--- config.mk ---
export PLATFORM = sky130hd
export DESIGN_NAME = kalman_step_sequencer_flat
export DESIGN_NICKNAME = d
export VERILOG_FILES = /design/src/rtl/kalman_step_sequencer_if.sv /design/src/rtl/kalman_step_sequencer.sv /design/src/flat_wrapper.sv
export SDC_FILE = /design/constraint.sdc
export NUM_CORES = 1
export LEC_CHECK = 0
export ABC_AREA = 1
export CORE_UTILIZATION = 43
export DETAILED_ROUTE_END_ITERATION = 6
export MAX_ROUTING_LAYER = met4
export PLACE_DENSITY = 0.88
export SLEW_MARGIN = 20
export SYNTH_ARGS = -nofsm -noshare
export SYNTH_HDL_FRONTEND = slang
export SYNTH_SLANG_ARGS = --single-unit
--- constraint.sdc ---
create_clock -name i_clk -period 4.75 [get_ports i_clk]
set_input_delay 0.7125 -clock i_clk [delete_from_list [all_inputs] [get_ports i_clk]]
set_output_delay 0.7125 -clock i_clk [all_outputs]
set_load 0.05 [all_outputs]
--- src/rtl/kalman_step_sequencer_if.sv ---
// kalman_step_sequencer_if
// Bundles every non-clock signal of the Kalman step sequencer.
//   i_* : driven by the environment (upstream source, filter core, downstream sink)
//   o_* : driven by the sequencer
// Groups:
//   sample in : i_in_valid / o_in_ready / i_u0 / i_y0 / i_y1
//   core side : o_core_clk_en / o_core_u0 / o_core_y0 / o_core_y1 / i_core_state0..2
//   result out: o_out_valid / i_out_ready / o_state0..3
//   status    : i_clear / o_step_count / o_busy / o_drop_count
// Modports: slave = sequencer, master = environment.
interface kalman_step_sequencer_if #(
  parameter int DATA_W = 16,
  parameter int CNT_W  = 16
) ();
  logic              i_clear;
  logic              i_in_valid;
  logic              o_in_ready;
  logic [DATA_W-1:0] i_u0;
  logic [DATA_W-1:0] i_y0;
  logic [DATA_W-1:0] i_y1;
  logic              o_core_clk_en;
  logic [DATA_W-1:0] o_core_u0;
  logic [DATA_W-1:0] o_core_y0;
  logic [DATA_W-1:0] o_core_y1;
  logic [DATA_W-1:0] i_core_state0;
  logic [DATA_W-1:0] i_core_state1;
  logic [DATA_W-1:0] i_core_state2;
  logic              o_out_valid;
  logic              i_out_ready;
  logic [DATA_W-1:0] o_state0;
  logic [DATA_W-1:0] o_state1;
  logic [DATA_W-1:0] o_state2;
  logic [DATA_W-1:0] o_state3;
  logic [CNT_W-1:0]  o_step_count;
  logic              o_busy;
  logic [7:0]        o_drop_count;

  modport slave (
    input  i_clear, i_in_valid, i_u0, i_y0, i_y1,
    input  i_core_state0, i_core_state1, i_core_state2, i_out_ready,
    output o_in_ready, o_core_clk_en, o_core_u0, o_core_y0, o_core_y1,
    output o_out_valid, o_state0, o_state1, o_state2, o_state3,
    output o_step_count, o_busy, o_drop_count
  );

  modport master (
    output i_clear, i_in_valid, i_u0, i_y0, i_y1,
    output i_core_state0, i_core_state1, i_core_state2, i_out_ready,
    input  o_in_ready, o_core_clk_en, o_core_u0, o_core_y0, o_core_y1,
    input  o_out_valid, o_state0, o_state1, o_state2, o_state3,
    input  o_step_count, o_busy, o_drop_count
  );
endinterface

--- src/rtl/kalman_step_sequencer.sv ---
// kalman_step_sequencer
// Feeds one measurement sample at a time to a 3-state Kalman filter core:
// latches the sample onto the core inputs, fires a single clk_en step, waits
// the core's fixed latency, captures State0..2 and offers them downstream.
// Ports:
//   i_clk : system clock
//   i_rst : asynchronous active-high reset
//   bus   : kalman_step_sequencer_if.slave (sample in, core side, result out, status)
//
// state | meaning
// IDLE  | no sample held, ready to accept
// STEP  | core_clk_en high for exactly one cycle
// WAIT  | counting CORE_LATENCY cycles for the core outputs to settle
// DONE  | result offered on out_valid until out_ready
module kalman_step_sequencer #(
  parameter int DATA_W       = 16,
  parameter int CORE_LATENCY = 4,
  parameter int CNT_W        = 16
) (
  input logic                    i_clk,
  input logic                    i_rst,
  kalman_step_sequencer_if.slave bus
);
  typedef enum logic [1:0] {
    S_IDLE = 2'd0,
    S_STEP = 2'd1,
    S_WAIT = 2'd2,
    S_DONE = 2'd3
  } state_t;

  localparam logic [7:0] LAST_WAIT = 8'(CORE_LATENCY - 1);

  state_t            r_state;
  state_t            w_state_nxt;
  logic [7:0]        r_wait_cnt;
  logic              r_core_clk_en;
  logic              r_out_valid;
  logic [DATA_W-1:0] r_core_u0;
  logic [DATA_W-1:0] r_core_y0;
  logic [DATA_W-1:0] r_core_y1;
  logic [DATA_W-1:0] r_state0;
  logic [DATA_W-1:0] r_state1;
  logic [DATA_W-1:0] r_state2;
  logic [CNT_W-1:0]  r_step_count;
  logic [7:0]        r_drop_count;
  logic              w_in_ready;
  logic              w_accept;
  logic              w_capture;

  // clear wins over a sample offered in the same cycle: it is not taken, and
  // a capture due in that cycle is abandoned.
  always_comb begin
    w_state_nxt = r_state;
    w_in_ready  = (r_state == S_IDLE) || ((r_state == S_DONE) && bus.i_out_ready);
    w_accept    = bus.i_in_valid && w_in_ready && !bus.i_clear;
    w_capture   = (r_state == S_WAIT) && (r_wait_cnt == LAST_WAIT) && !bus.i_clear;
    if (bus.i_clear) begin
      w_state_nxt = S_IDLE;
    end else begin
      case (r_state)
        S_IDLE: if (w_accept) w_state_nxt = S_STEP;
        S_STEP: w_state_nxt = S_WAIT;
        S_WAIT: if (w_capture) w_state_nxt = S_DONE;
        S_DONE: begin
          if (w_accept) w_state_nxt = S_STEP;
          else if (bus.i_out_ready) w_state_nxt = S_IDLE;
        end
        default: w_state_nxt = S_IDLE;
      endcase
    end
  end

  always_ff @(posedge i_clk or posedge i_rst) begin
    if (i_rst) r_state <= S_IDLE;
    else       r_state <= w_state_nxt;
  end

  always_ff @(posedge i_clk or posedge i_rst) begin
    if (i_rst) begin
      r_core_clk_en <= 1'b0;
      r_out_valid   <= 1'b0;
      r_wait_cnt    <= '0;
      r_core_u0     <= '0;
      r_core_y0     <= '0;
      r_core_y1     <= '0;
      r_state0      <= '0;
      r_state1      <= '0;
      r_state2      <= '0;
      r_step_count  <= '0;
      r_drop_count  <= '0;
    end else begin
      // Decoded from the next state so both strobes are glitch-free registers.
      r_core_clk_en <= (w_state_nxt == S_STEP);
      r_out_valid   <= (w_state_nxt == S_DONE);

      if (w_accept) begin
        r_core_u0 <= bus.i_u0;
        r_core_y0 <= bus.i_y0;
        r_core_y1 <= bus.i_y1;
      end

      if (bus.i_clear || (r_state == S_STEP)) r_wait_cnt <= '0;
      else if (r_state == S_WAIT)             r_wait_cnt <= r_wait_cnt + 8'd1;

      if (w_capture) begin
        r_state0 <= bus.i_core_state0;
        r_state1 <= bus.i_core_state1;
        r_state2 <= bus.i_core_state2;
        if (r_step_count != {CNT_W{1'b1}}) r_step_count <= r_step_count + CNT_W'(1);
      end

      if (bus.i_in_valid && !w_in_ready && (r_drop_count != 8'hFF))
        r_drop_count <= r_drop_count + 8'd1;
    end
  end

  assign bus.o_in_ready    = w_in_ready;
  assign bus.o_core_clk_en = r_core_clk_en;
  assign bus.o_core_u0     = r_core_u0;
  assign bus.o_core_y0     = r_core_y0;
  assign bus.o_core_y1     = r_core_y1;
  assign bus.o_out_valid   = r_out_valid;
  assign bus.o_state0      = r_state0;
  assign bus.o_state1      = r_state1;
  assign bus.o_state2      = r_state2;
  assign bus.o_state3      = '0;
  assign bus.o_step_count  = r_step_count;
  assign bus.o_busy        = (r_state == S_STEP) || (r_state == S_WAIT);
  assign bus.o_drop_count  = r_drop_count;
endmodule

--- src/flat_wrapper.sv ---
// flat-port wrapper written by rule: the top's interface ports become plain ports
module kalman_step_sequencer_flat 
#(
  parameter int DATA_W       = 16,
  parameter int CORE_LATENCY = 4,
  parameter int CNT_W        = 16
)
  (i_clk, i_rst, bus_i_clear, bus_i_in_valid, bus_i_u0, bus_i_y0, bus_i_y1, bus_i_core_state0, bus_i_core_state1, bus_i_core_state2, bus_i_out_ready, bus_o_in_ready, bus_o_core_clk_en, bus_o_core_u0, bus_o_core_y0, bus_o_core_y1, bus_o_out_valid, bus_o_state0, bus_o_state1, bus_o_state2, bus_o_state3, bus_o_step_count, bus_o_busy, bus_o_drop_count);
  kalman_step_sequencer_if #(.DATA_W(DATA_W), .CNT_W(CNT_W)) bus_i ();
  input logic i_clk;
  input logic i_rst;
  input wire logic [$bits(bus_i.i_clear)-1:0] bus_i_clear;
  input wire logic [$bits(bus_i.i_in_valid)-1:0] bus_i_in_valid;
  input wire logic [$bits(bus_i.i_u0)-1:0] bus_i_u0;
  input wire logic [$bits(bus_i.i_y0)-1:0] bus_i_y0;
  input wire logic [$bits(bus_i.i_y1)-1:0] bus_i_y1;
  input wire logic [$bits(bus_i.i_core_state0)-1:0] bus_i_core_state0;
  input wire logic [$bits(bus_i.i_core_state1)-1:0] bus_i_core_state1;
  input wire logic [$bits(bus_i.i_core_state2)-1:0] bus_i_core_state2;
  input wire logic [$bits(bus_i.i_out_ready)-1:0] bus_i_out_ready;
  output wire logic [$bits(bus_i.o_in_ready)-1:0] bus_o_in_ready;
  output wire logic [$bits(bus_i.o_core_clk_en)-1:0] bus_o_core_clk_en;
  output wire logic [$bits(bus_i.o_core_u0)-1:0] bus_o_core_u0;
  output wire logic [$bits(bus_i.o_core_y0)-1:0] bus_o_core_y0;
  output wire logic [$bits(bus_i.o_core_y1)-1:0] bus_o_core_y1;
  output wire logic [$bits(bus_i.o_out_valid)-1:0] bus_o_out_valid;
  output wire logic [$bits(bus_i.o_state0)-1:0] bus_o_state0;
  output wire logic [$bits(bus_i.o_state1)-1:0] bus_o_state1;
  output wire logic [$bits(bus_i.o_state2)-1:0] bus_o_state2;
  output wire logic [$bits(bus_i.o_state3)-1:0] bus_o_state3;
  output wire logic [$bits(bus_i.o_step_count)-1:0] bus_o_step_count;
  output wire logic [$bits(bus_i.o_busy)-1:0] bus_o_busy;
  output wire logic [$bits(bus_i.o_drop_count)-1:0] bus_o_drop_count;
  assign bus_i.i_clear = bus_i_clear;
  assign bus_i.i_in_valid = bus_i_in_valid;
  assign bus_i.i_u0 = bus_i_u0;
  assign bus_i.i_y0 = bus_i_y0;
  assign bus_i.i_y1 = bus_i_y1;
  assign bus_i.i_core_state0 = bus_i_core_state0;
  assign bus_i.i_core_state1 = bus_i_core_state1;
  assign bus_i.i_core_state2 = bus_i_core_state2;
  assign bus_i.i_out_ready = bus_i_out_ready;
  assign bus_o_in_ready = bus_i.o_in_ready;
  assign bus_o_core_clk_en = bus_i.o_core_clk_en;
  assign bus_o_core_u0 = bus_i.o_core_u0;
  assign bus_o_core_y0 = bus_i.o_core_y0;
  assign bus_o_core_y1 = bus_i.o_core_y1;
  assign bus_o_out_valid = bus_i.o_out_valid;
  assign bus_o_state0 = bus_i.o_state0;
  assign bus_o_state1 = bus_i.o_state1;
  assign bus_o_state2 = bus_i.o_state2;
  assign bus_o_state3 = bus_i.o_state3;
  assign bus_o_step_count = bus_i.o_step_count;
  assign bus_o_busy = bus_i.o_busy;
  assign bus_o_drop_count = bus_i.o_drop_count;
  kalman_step_sequencer #(.DATA_W(DATA_W), .CORE_LATENCY(CORE_LATENCY), .CNT_W(CNT_W)) u_core (.i_clk(i_clk), .i_rst(i_rst), .bus(bus_i));
endmodule
-- Word-level counts from Yosys, hierarchy flattened
Cells that the tools add are included.
- add/subtract/negate cells: 3
- $mul: 0
- div/mod/pow operators: 0
- order comparisons: 0
- eq/ne operators: 8
- shifts and indexed selects: 0
- muxes and demuxes: 8
- bitwise gates (word level): 0
- reduce and logical (&&, ||, !) cells: 15
- operator list (operator ; count):
    adder 16 x 1 -> 16 bit, second input constant ; 1
    adder 8 x 1 -> 8 bit, second input constant ; 2
    two-way mux 8 bit ; 2
    != test 16 bit, second input constant ; 1
    two-way mux 2 bit ; 5
    == test 8 x 2 -> 1 bit, second input constant ; 1
    != test 8 bit, second input constant ; 1
    one-hot mux 2 bit (4 select lines) ; 1
    logical AND 1 bit ; 7
    == test 2 bit, second input constant ; 3
    == test 2 x 1 -> 1 bit, second input constant ; 2
    logical OR 1 bit ; 3
    logical NOT 1 bit ; 2
    logical NOT 2 bit ; 1
    AND reduction 2 bit ; 1
    nonzero test 2 bit ; 1
- register bits: 132
- bits in latches: 0
- bits in writable memories: 0
- bits in read-only memories: 0
- input bits: 101
- output and inout port bits: 140
- logic and storage cells: 46
- memories kept: 0

-- Depth between registers and ports, before layout
Gate-level depths: netlist of the first run.
- depth after elaboration: 9
- gate-level depth with buffers: 12
- gate-level depth less buffers: 10

-- Worst setup path before layout of the first run
OpenSTA, ideal clock, no wires.
- path kind: in2reg
- start point: in bus_i_out_ready
- end point: reg u_core.r_drop_count[3], in the netlist u_core.bus.o_drop_count[3]
- library setup time: 119 ps
- arrival time: 1802 ps
- data required time: 4631 ps
- setup slack: 2828 ps
- stages on the path: 8
- path buffers: 0
- path through: nand2_1 nand2_1 nor2_1 nand2_1 inv_1 nand2_1 nand2_1 nand2_1
- cells in the longest elaborated chain, start to end: 5
- RTL lines (element ; line ; source):
    from (decl) ; flat_wrapper.sv:20 ; input wire logic [$bits(bus_i.i_out_ready)-1:0] bus_i_out_ready;
    logical AND 1 bit ; kalman_step_sequencer.sv:54 ; w_in_ready = (r_state == S_IDLE) || ((r_state == S_DONE) && bus.i_out_ready);
    logical OR 1 bit ; kalman_step_sequencer.sv:54 ;
    via bus_o_in_ready ; flat_wrapper.sv:21 ; output wire logic [$bits(bus_i.o_in_ready)-1:0] bus_o_in_ready;
    logical NOT 1 bit ; kalman_step_sequencer.sv:112 ; if (bus.i_in_valid && !w_in_ready && (r_drop_count != 8'hFF))
    logical AND 1 bit (2 in series) ; kalman_step_sequencer.sv:112 ;
    to (signal assigned) ; kalman_step_sequencer.sv:113 ; r_drop_count <= r_drop_count + 8'd1;
    to (decl) ; kalman_step_sequencer.sv:45 ; logic [7:0] r_drop_count;
The timed path passes the listed nets, and every way through them passes these cells.
A chain may end at the register's enable or synchronous reset.

-- Final worst setup path of the first run
- start point: in bus_i_out_ready
- end point: out bus_o_in_ready
- cells in the longest elaborated chain, start to end: 2
- RTL lines (element ; line):
    logical AND 1 bit ; kalman_step_sequencer.sv:54
    logical OR 1 bit ; kalman_step_sequencer.sv:54
    to (decl) ; flat_wrapper.sv:21
Every way passes these cells.

==> results of run 1 <==
flip-flops by register name, indices dropped and copies added, names as in the netlist:
name	flops
u_core.bus.o_state0	16
u_core.bus.o_state1	16
u_core.bus.o_core_y0	16
u_core.bus.o_core_y1	16
u_core.bus.o_out_valid	1
u_core.r_wait_cnt	8
u_core.bus.o_drop_count	8
u_core.bus.o_step_count	16
u_core.r_state	2
u_core.bus.o_state2	16
u_core.bus.o_core_u0	16
u_core.bus.o_core_clk_en	1
synthesized netlist by cell type, types with 2 or more instances:
cell / number / area share
buf_2: 8 / 0.0068
a21oi_1: 8 / 0.0068
nand3_1: 12 / 0.010
ha_1: 8 / 0.017
xnor2_1: 10 / 0.015
mux2_2: 28 / 0.054
inv_2: 4 / 0.0026
nor2_4: 2 / 0.0039
nand2_1: 230 / 0.15
o21ai_0: 11 / 0.0094
nand2_2: 3 / 0.0032
nor3_1: 3 / 0.0026
mux2_4: 20 / 0.051
xor2_1: 5 / 0.0075
nand4_1: 6 / 0.0064
buf_6: 3 / 0.0058
dfrtp_1: 132 / 0.57
buf_4: 20 / 0.026
o21ai_1: 5 / 0.0043
clkbuf_1: 3 / 0.0019
inv_1: 30 / 0.019
nor2_1: 34 / 0.022
logic make-up after synthesis:
kind of cell             Yosys count  synth area share
adder cells (fa/ha/maj)            8            0.0171
flip-flops                       132             0.565
AND/OR/NAND/NOR                  294             0.202
other                              1          0.000642
XOR/XNOR                          15            0.0225
buffers and inverters             68            0.0621
AO/OA/AOI/OAI                     27            0.0248
multiplexers                      48             0.105
area by class of cell:
class,count,area (sq um)
Sequential cell,132,3300
Timing Repair Buffer,230,2300
Clock inverter,13,133
Multi-Input combinational cell,408,2240
Fill cell,994,4470
Tap cell,176,220
Inverter,34,130
Clock buffer,19,453
metrics by stage:
step	instance area, sq um	setup slack, ps	hold WS [ps]	util	total power (uW)
after floorplan	5900	511	433	-	2030
after global placement	8170	1860	455	0.617	2390
after detailed placement	8170	1850	466	0.617	2410
after CTS	8760	1840	481	0.661	3710
after global routing	8780	1740	495	0.663	3820
final	8780	1840	476	0.663	3670
path summary, 6_finish.rpt:
path | startpoint | to | depth (start not counted) | slack (ps)
max | bus_i_out_ready | bus_o_in_ready | 4 | 1840
min | u_core.bus.o_state2[9] | u_core.bus.o_state2[9] | 2 | 480
max reg2reg | u_core.r_state[0] | u_core.bus.o_step_count[4] | 10 | 2400
min reg2reg | u_core.bus.o_state2[9] | u_core.bus.o_state2[9] | 2 | 480
max in group asynchronous | i_rst | u_core.bus.o_step_count[0] | 4 | 3040
min in group asynchronous | i_rst | u_core.bus.o_core_u0[1] | 2 | 710
power groups by stage:
stage          sequential, uW  clock, uW  combinational [uW]
2_1_floorplan            1770          0                 258
3_3_place_gp             1340          0                1050
3_5_place_dp             1350          0                1060
4_1_cts                  1330       1310                1070
5_1_grt                  1350       1360                1110
6_report                 1330       1280                1060
metal layers:
| metal | vias to the layer above | share of wire |
|---|---|---|
| li1 | 2296 | - |
| met1 | 2322 | 0.41 |
| met2 | 208 | 0.50 |
| met3 | 15 | 0.084 |
| met4 | 0 | 0.013 |
| met5 | - | 0 |
critical path, cell delays in order:
cell	delay (ps)
clkdlybuf4s50_1	470
nand2_1	80
nand2_1	110
clkdlybuf4s50_1	820
==> flow_summary.yaml, run 1 <==
worst_hold_path:
  hold_class: "reg -> reg"
setup_path:
  crit_fanout: 3
  cp.required_ps: 4040
  path_class: "in -> out"
  end_kind: "output port"
  start_kind: "input pin"
  arrival_ps: 2200
clock_network:
  post_cts_resize_count: 0
  clk_latency_ps: 410
  hold_buffers: 0
  cts_setup_buffers: 0
  cts_made_buffers: 17
  clock_path_buffers: 2
  path_clk_slew_ps: 50
  htreeDepth: 4
  cts_tree: "built"
  clock-root-buffer: "clkbuf_16"
  cts.sinks: 132
sta:
  drv_slew: 0
  hold_viol_final: 0
  min_period_over_period: 0.613
  fmax_mhz: 344
  setup_viol: 0
  grt_setup_unrepaired: "false"
  max_slew.worst_pin.slew_ps: 570
  timing.slew.headroom: 0.620
  fin_worst_skew_ps: 7.89
  setup-tns-final_ps: 0
  period_minus_slack_ps: 2910
drt:
  vias: 4841
  routed_wl_mm: 14.6
  dr.pass1.iters: 4
  vias_per_cell: 4.78
  drc: 0
  drt-initial-drc-count: 275
  drtAntennaViolNets: 0
  wl_per_cell_um: 14.4
cells_and_area:
  area_growth_syn_to_layout_pct: 50.1
  drive_gt1_frac: 0.122
  final_cell_mix: "229 x nand2_1, 224 x clkdlybuf4s50_1, 132 x dfrtp_1"
  n_antenna_cell: 0
  fin_nets: 932
  final_cells: 1012
  final_common_cell: "nand2_1"
global_routing:
  met1_usage: 0.259
  antenna_found_initial: 0
  grt_pass1_vias: 4848
  grt_max_degree: 79
  grt.overflow.total: 0
  use_met3: 0.0816
  busiest_layer: "met2"
  grt.met2_usage: 0.369
  grt_pass1_wl_mm: 24.0
  track_usage: 0.225
flow_run:
  maxCapViolCount: 0
placement:
  gp_congestion: 0.902
  io_buffer_count: 224
  hpwlAfterDp_mm: 10.2
  dpl.cell_count: 979
pwr:
  powerDensity_nw_per_um2: 419
  seqPwrFrac: 0.363
  internal_power_uw: 2450
  swShare: 0.333
  clkPwrFrac: 0.348
  p_sw_uw: 1220
  p_comb_frac: 0.289
  peakVddDrop_mv: 0.382
  power.leakage_uw: 0.00414
synthesis:
  ys_ff_latch: 132
  syn_area_per_cell_sq_um: 9.86
  ys_seq_area_frac: 0.565
  async_flop_share: 1.00
  synth-main-ff-cell: "dfrtp_1"
  ys_warn_count: 0
  synth.distinct_cells: 30
  synth_edf_count: 0
  syn_area_sq_um: 5850
  syn_inst: 593
status:
  status: "completed"
floorplanning:
  row_count: 42
  die_h_um: 119
  core_area_sq_um: 13200
  die_area_sq_um: 14100
  die-width_um: 119
  start_util: 0.441
  ios: 241
Power figures use the tool's default switching activity.
==> run 2: changes to the inputs <==
==> constraint.sdc (replaced) <==
create_clock -name i_clk -period 3.02 [get_ports i_clk]
set_input_delay 0.453 -clock i_clk [delete_from_list [all_inputs] [get_ports i_clk]]
set_output_delay 0.453 -clock i_clk [all_outputs]
set_load 0.05 [all_outputs]
==> run 2 against run 1 <==
- flip-flop and latch count did not move
- via count is 1.8% lower
- worst hold slack better by 0.91 ps
- clock power increased by 77%
- worst setup slack lost 1500 ps
- critical path type is now reg -> out
==> flow_summary.yaml, run 2 (synthesis gave the netlist of run 1 again) <==
placement:
  dpl.cell_count: 980
  io_buffer_count: 224
  gp_congestion: 0.915
  hpwlAfterDp_mm: 10.4
global_routing:
  grt_pass1_wl_mm: 23.4
  antenna_found_initial: 0
  grt_pass1_vias: 4865
  grt.overflow.total: 0
  grt_max_degree: 51
  track_usage: 0.223
drt:
  wl_met3_mm: 1.10
  drt-initial-drc-count: 316
  routed-wl-met2_mm: 7.11
  wl_per_cell_um: 14.3
  routed.top_layer: "met4"
  drtAntennaViolNets: 0
  vias_per_cell: 4.70
  dr.pass1.iters: 4
  vias: 4752
  met1Wirelength_mm: 6.02
  drc: 0
  routed_wl_mm: 14.5
clock_network:
  clock_path_buffers: 2
  hold_buffers: 0
  cts_setup_buffers: 0
  cts_made_buffers: 17
  cts.sinks: 132
  post_cts_resize_count: 0
  cts_tree: "built"
  htreeDepth: 4
  path_clk_slew_ps: 60
  clk_latency_ps: 410
  clock-root-buffer: "clkbuf_16"
sta:
  setup_viol: 0
  timing.slew.headroom: 0.555
  period_minus_slack_ps: 2640
  setup-tns-final_ps: 0
  max_slew.worst_pin.slew_ps: 666
  min_period_over_period: 0.874
  fmax_mhz: 379
  grt_setup_unrepaired: "false"
  fin_worst_skew_ps: 8.31
  drv_slew: 0
  hold_viol_final: 0
setup_path:
  end_kind: "output port"
  arrival_ps: 2190
  path_class: "reg -> out"
  r2r-start: "u_core.r_state[0]"
  cp.required_ps: 2570
  crit_fanout: 5
  start_kind: "flop"
  startpoint: "u_core.r_state[0]"
floorplanning:
  die_h_um: 119
  die-width_um: 119
  row_count: 42
  core_area_sq_um: 13200
  die_area_sq_um: 14100
  ios: 241
  start_util: 0.441
cells_and_area:
  final_cell_mix: "229 x nand2_1, 224 x clkdlybuf4s50_1, 132 x dfrtp_1"
  final_common_cell: "nand2_1"
  drive_gt1_frac: 0.121
  final_cells: 1012
  n_antenna_cell: 0
  area_growth_syn_to_layout_pct: 51.8
  fin_nets: 932
flow_run:
  maxCapViolCount: 0
pwr:
  seqPwrFrac: 0.347
  p_sw_uw: 1920
  swShare: 0.318
  clkPwrFrac: 0.375
  powerDensity_nw_per_um2: 681
  internal_power_uw: 4120
  p_comb_frac: 0.278
  power.leakage_uw: 0.00418
  peakVddDrop_mv: 0.549
worst_hold_path:
  hold_class: "reg -> reg"
  min_from: "u_core.r_wait_cnt[7]"
status:
  status: "completed"
run 2: cell count changes in the layout (fill, tap and decap cells not counted):
cell	before	now
buf_12	1	3
inv_4	1	0
clkinv_4	1	2
clkinvlp_4	4	3
clkbuf_1	0	1
clkinv_2	5	2
bufinv_16	2	5
buf_4	5	3
run 2: critical path, cell delays in order (launching register included):
cell and delay (ps):
dfrtp_1 400, inv_1 160, ha_1 200, inv_2 70
nand2_1 120, clkdlybuf4s50_1 830
run 2: final timing paths:
check | endpoint | slack [ps] | depth (start not counted)
setup / recovery | bus_o_in_ready | 380 | 5
hold / removal | u_core.r_wait_cnt[7] | 480 | 1
setup reg to reg | u_core.bus.o_step_count[9] | 620 | 10
hold reg to reg | u_core.r_wait_cnt[7] | 480 | 1
max in group asynchronous | u_core.bus.o_core_y1[5] | 1860 | 3
min in group asynchronous | u_core.bus.o_state1[3] | 490 | 2
run 2: area by class of cell:
type	count	area, sq um
clock buffers	20	457
clock inverters	12	201
fillers	1005	4370
inverters	34	131
multi-input cells	408	2240
flip-flops and latches	132	3300
well taps	176	220
repair buffers	230	2320
run 2: metrics by stage:
stage	power, uW	setup WS, ps	util	hold WS, ps	cell area (sq um)
after floorplan	3190	930	-	433	5910
after global placement	3770	602	0.621	449	8220
after detailed placement	3800	592	0.621	461	8220
after CTS	6100	366	0.670	477	8880
after global routing	6280	259	0.670	502	8880
final	6040	381	0.670	477	8880
run 2: per-layer routing:
layer	up-vias	global-route usage
met5	-	-
met3	29	0.0811
met2	205	0.360
li1	2296	-
met1	2222	0.253
met4	0	0.0799
run 2: power groups by stage:
| stage | Clock [uW] | Sequential, uW | Combinational (uW) |
|---|---|---|---|
| floorplan | 0 | 2780 | 406 |
| global placement | 0 | 2110 | 1660 |
| detailed placement | 0 | 2120 | 1680 |
| CTS | 2310 | 2100 | 1690 |
| global route | 2410 | 2120 | 1750 |
| finish | 2270 | 2100 | 1680 |
